$ cat src/rtl/counter_table.sv
// counter_table: branch-predictor pattern history table.
// 2^BPRED_WIDTH two-bit saturating counters, read combinationally and trained
// with the resolved branch outcome. Build option: define COUNTER_TABLE_BYPASS_EN
// to forward the post-update counter MSB to o_Prediction during an update cycle.
module counter_table #(
   parameter int BPRED_WIDTH = 9
) (
   input  logic                   i_Clk,
   input  logic                   i_Reset,
   input  logic                   i_Enable,
   input  logic [BPRED_WIDTH-1:0] i_Index,
   input  logic                   i_ALU_Branch_Outcome,
   output logic                   o_Prediction
);

   localparam int DEPTH = 1 << BPRED_WIDTH;

   // Flat packed storage: entry n lives in bits [2n+1:2n], which lets the
   // whole table be re-initialised in one cycle without a loop.
   logic [2*DEPTH-1:0]    r_Table;
   logic [BPRED_WIDTH:0]  w_Base;
   logic [1:0]            w_Cur;
   logic [1:0]            w_Next;

   // Two-bit saturating step: counts toward 11 on taken, toward 00 otherwise.
   function automatic logic [1:0] sat_step(input logic [1:0] cnt, input logic taken);
      if (taken) begin
         return (cnt == 2'b11) ? 2'b11 : cnt + 2'b01;
      end
      return (cnt == 2'b00) ? 2'b00 : cnt - 2'b01;
   endfunction

   assign w_Base = {i_Index, 1'b0};
   assign w_Cur  = r_Table[w_Base +: 2];
   assign w_Next = sat_step(w_Cur, i_ALU_Branch_Outcome);

`ifdef COUNTER_TABLE_BYPASS_EN
   // During an accepted update the prediction reflects the post-update counter.
   assign o_Prediction = (i_Reset && i_Enable) ? w_Next[1] : w_Cur[1];
`else
   // Read-before-write: the prediction always reflects the stored counter.
   assign o_Prediction = w_Cur[1];
`endif

   // Reset loads every entry with weakly-taken; otherwise train the indexed entry.
   always_ff @(posedge i_Clk) begin
      if (!i_Reset) begin
         r_Table <= {DEPTH{2'b10}};
      end else if (i_Enable) begin
         r_Table[w_Base +: 2] <= w_Next;
      end
   end

endmodule

$ cat config.mk
export PLATFORM = sky130hd
export DESIGN_NAME = counter_table
export DESIGN_NICKNAME = d
export VERILOG_FILES = /design/src/rtl/counter_table.sv
export SDC_FILE = /design/constraint.sdc
export NUM_CORES = 2
export LEC_CHECK = 0
export CAP_MARGIN = 20
export CORE_UTILIZATION = 45
export CTS_CLUSTER_DIAMETER = 80
export DETAILED_ROUTE_END_ITERATION = 10
export SLEW_MARGIN = 20
export SYNTH_ARGS = -nofsm -noshare
export SYNTH_HDL_FRONTEND = slang
export SYNTH_SLANG_ARGS = --single-unit
$ cat constraint.sdc
create_clock -name i_Clk -period 5.5 [get_ports i_Clk]
set_clock_uncertainty 0.2 [all_clocks]
set_input_delay 1.1 -clock i_Clk [delete_from_list [all_inputs] [get_ports i_Clk]]
set_output_delay 1.1 -clock i_Clk [all_outputs]
set_load 0.03 [all_outputs]
==> implementation parameters <==
Parameter                              Value

Final layout
  Total area of sequential cells ... 20500 um2
  Post-layout instance count excluding filler cells ... 6666
  Area Growth Syn to Fin ... 17.6%
  Fraction of layout cells with a size suffix above 1 ... 17.5%
  Number of nets in the layout ... 5230
  Footprint of the multi-input gates ... 24000 um2
  Fill count ... 9446
  Flip-flop count of the largest register after layout ... 1024
  Leading registers by flop count ... r_Table (1024)
  Register containing the most flip-flops in the final layout ... r_Table

Logic synthesis
  Total number of yosys warnings ... 0
  Synth top area cells ... sky130_fd_sc_hd__dfxtp_1 44%, sky130_fd_sc_hd__mux4_2 11%, sky130_fd_sc_hd__o31ai_1 6.0%
  Synthesized net count ... 5119
  Synth Flop Type ... sky130_fd_sc_hd__dfxtp_1
  Count of cell types in the netlist ... 68
  Sequential share of the synthesized area ... 44.1%
  Synthesized area per cell ... 9.11 um2
  Number of enable-type register cells in the synthesized netlist ... 0
  Post-synthesis cell area ... 46500 um2
  Mapped Cells ... 5102
  Most instantiated library cell after synthesis ... sky130_fd_sc_hd__dfxtp_1
  Synth cell count leaders ... 1024 x sky130_fd_sc_hd__dfxtp_1, 699 x sky130_fd_sc_hd__nand2_1, 408 x sky130_fd_sc_hd__nand3_1
  Library cell with the largest summed area after synthesis ... sky130_fd_sc_hd__dfxtp_1
  Top-area cell type share of the netlist area ... 44.1%
  Share of flip-flops with an asynchronous set or reset ... 0%
  Yosys reg bits ... 1024

Worst setup path
  Worst Path Required ... 4.20 ns
  Crit path DAT ... 4.28 ns
  Startpoint Class ... input pin
  Crit Path Category ... input pin to primary output
  Reg-to-Reg End ... r_Table[590]
  R2r setup slk ... 1.34 ns
  Start point of the critical path ... i_Index[7]
  Crit end category ... primary output
  Depth of the most critical reg-to-reg path ... 13
  R2r startpoint ... r_Table[347]
  Crit-path max FO ... 10

Global route
  Vias in the first global route ... 41516
  Antenna violations before repair ... 8
  First-pass GRT wire length ... 296000 um
  GRT Resource Usage Total ... 39.0%
  Pin count of the biggest net entering global routing ... 139
  Congestion Overflow GR ... 0

Power and ir drop
  Power Density ... 314 nW/um2
  Clock Power Share ... 44.6%
  VDD IR-drop max ... 265 uV
  Leakage ... 18.7 nW
  Logic pwr share ... 12.0%
  Net switching power ... 4.66 mW
  Portion of total power attributed to sequential cells ... 43.3%
  P_int ... 12.5 mW
  Sw frac ... 27.2%

Hold path
  Terminating pin of the worst hold path ... r_Table[794]
  Worst hold path class ... flop to flop
  Worst hold path startpoint ... r_Table[794]
  Instance count along the most critical hold path ... 2

Die
  Die extent in x ... 323 um
  Num ports ... 14
  Effective utilization at floorplan ... 45.6%
  Core Box Area ... 102000 um2
  Height of the chip ... 323 um
  Placement Rows ... 117
  Area enclosed by the die boundary ... 105000 um2

STA
  Tcrit/Tclk final ... 102%
  Final count of pins violating max slew ... 0
  Fmax ... 179 MHz
  Final Hold Violating Endpoints ... 0
  Crit path setup slack, layout ... -0.0840 ns
  Finish-stage setup viols ... 1
  Worst-margin pin slew ... 1.06 ns
  Clock period minus worst slack ... 5.58 ns
  Setup repair after global routing missed its margin ... no
  Relative max-transition margin ... 29.2%
  Hold slack ... 0.257 ns

Status
  Run status ... complete, but fails checks
  Failing checks ... setup timing

Route
  Via-to-Cell Ratio ... 6.75
  Drt first-iter violations ... 6229
  DRT Wirelength ... 208000 um
  Number of design rule violations left after detail routing ... 0
  Post-DRT Antenna Nets ... 0
  Average routed wire per standard cell ... 31.1 um
  Pre-Repair DR Iteration Count ... 6
  Vias ... 44988

Clock network
  Total clock buffers created by CTS ... 110
  Maximum root-to-sink buffer count ... 3
  CTS Root Buffer Type ... sky130_fd_sc_hd__clkbuf_16
  Clock slew seen by the registers of the worst setup and hold paths ... 0.06 ns
  Deepest level of the CTS H-tree ... 3
  Source-to-sink clock delay at the later pin of the worst-skew pair ... 0.72 ns
  TritonCTS clock tree ... done
  Total clock sinks ... 1024

Flow run
  Number of max-cap violations ... 0

Placement
  Placer Congestion ... 1.02
  Post-DP HPWL ... 144000 um
  Port-buffer cells ... 13
  Dpl cells ... 6468
  Post-placement setup slack ... -0.182 ns
[cell families after synthesis]
kind of cell / synth area share (%)
AOI/OAI and AO/OA: 22.9
and+or+nand+nor: 15.0
adders and majority gates: 0.132
xor gates and xnor gates: 0.151
DFF: 44.1
muxes: 13.0
buffers and inverters: 4.68
[power by group through the flow]
| stage | clock [mW] | sequential, mW | combinational [mW] |
|---|---|---|---|
| 6_report | 7.65 | 7.43 | 2.06 |
| 5_1_grt | 7.98 | 7.42 | 2.08 |
| 4_1_cts | 7.68 | 7.43 | 1.98 |
| 3_5_place_dp | 0 | 7.59 | 1.98 |
| 3_3_place_gp | 0 | 7.59 | 1.98 |
| 2_1_floorplan | 0 | 7.59 | 0.907 |
[stage by stage]
step           area (um2)  utilization (%)  TNS (ns)  power (mW)
6_report            54700             53.6   -0.0840        17.1
5_1_grt             54700             53.6         0        17.5
4_1_cts             54700             53.6         0        17.1
3_5_place_dp        51000             50.0    -0.532        9.57
3_3_place_gp        51000             50.0     -1.29        9.58
2_1_floorplan       46500                -         0        8.50
[cells in the final DEF (no fill, tap or decap), types with 7 or more instances in the layout]
cell,synthesis,routed
sky130_fd_sc_hd__clkinv_2,0,20
sky130_fd_sc_hd__o22ai_1,13,13
sky130_fd_sc_hd__buf_12,0,95
sky130_fd_sc_hd__o31ai_1,372,372
sky130_fd_sc_hd__or2_2,10,10
sky130_fd_sc_hd__clkbuf_16,0,113
sky130_fd_sc_hd__nand2_1,699,696
sky130_fd_sc_hd__nor3_2,0,7
sky130_fd_sc_hd__clkbuf_8,0,22
sky130_fd_sc_hd__nor3_1,140,133
sky130_fd_sc_hd__o41ai_1,39,39
sky130_fd_sc_hd__dfxtp_1,1024,1024
sky130_fd_sc_hd__bufinv_16,0,9
sky130_fd_sc_hd__a22oi_1,60,60
sky130_fd_sc_hd__or3_1,16,15
sky130_fd_sc_hd__mux2_2,14,14
sky130_fd_sc_hd__a22o_1,14,14
sky130_fd_sc_hd__nand4_1,11,11
sky130_fd_sc_hd__o311ai_0,106,105
sky130_fd_sc_hd__and3_1,8,8
sky130_fd_sc_hd__a221oi_1,15,14
sky130_fd_sc_hd__clkbuf_1,290,26
sky130_fd_sc_hd__a31oi_1,110,110
sky130_fd_sc_hd__and2_1,10,10
sky130_fd_sc_hd__o21ai_1,80,81
sky130_fd_sc_hd__nor2b_1,12,10
sky130_fd_sc_hd__mux2i_1,96,94
sky130_fd_sc_hd__o21ai_0,298,297
sky130_fd_sc_hd__a21oi_1,376,375
sky130_fd_sc_hd__buf_4,22,366
sky130_fd_sc_hd__o211ai_1,118,118
sky130_fd_sc_hd__nor2_1,271,265
sky130_fd_sc_hd__mux4_2,219,219
sky130_fd_sc_hd__nand2b_1,13,12
sky130_fd_sc_hd__nand3_1,408,406
[layout make-up]
class / instances / share of cell area (%)
multi-input combinational: 3595 / 43.9
sequential: 1024 / 37.5
clock buffer: 160 / 5.88
clock inverter: 36 / 0.812
inverter: 11 / 0.0961
timing repair buffer: 471 / 8.69
tap: 1368 / 3.13
antenna: 1 / 0.00458
[layer usage]
| metal | up-vias | GRT usage (%) | part of all wire, % |
|---|---|---|---|
| met1 | 21917 | 52.9 | 40 |
| met3 | 621 | 8.84 | 11 |
| met5 | - | 0 | 0.026 |
| met2 | 2905 | 57.4 | 43 |
| met4 | 8 | 21.5 | 6.2 |
| li1 | 19537 | - | - |
[critical path, cell delays in order]
cell	delay, ns
sky130_fd_sc_hd__clkdlybuf4s50_1	0.61
sky130_fd_sc_hd__buf_4	0.30
sky130_fd_sc_hd__or2_2	0.47
sky130_fd_sc_hd__a311oi_2	0.34
sky130_fd_sc_hd__nand4_1	0.36
sky130_fd_sc_hd__o311ai_1	0.26
sky130_fd_sc_hd__a311oi_2	0.10
sky130_fd_sc_hd__or2_4	0.30
sky130_fd_sc_hd__inv_1	0.21
sky130_fd_sc_hd__buf_4	0.22
[worst max path at each step]
stage	endpoint	slack, ns
2_1_floorplan	o_Prediction	0.57
3_3_place_gp	o_Prediction	-0.26
5_1_grt	o_Prediction	0.002
6_report	o_Prediction	-0.08
4_1_cts	o_Prediction	0.005
3_5_place_dp	o_Prediction	-0.18
[repair_timing]
| action | CTS | global route |
|---|---|---|
| setup buffers | 0 | 1 |
| gates resized for setup | 6 | 5 |
| hold buffers | 0 | 0 |
| pin swaps | 1 | 1 |
| setup endpoints to repair | 1 | 1 |
(Power assumes the default switching activity.)
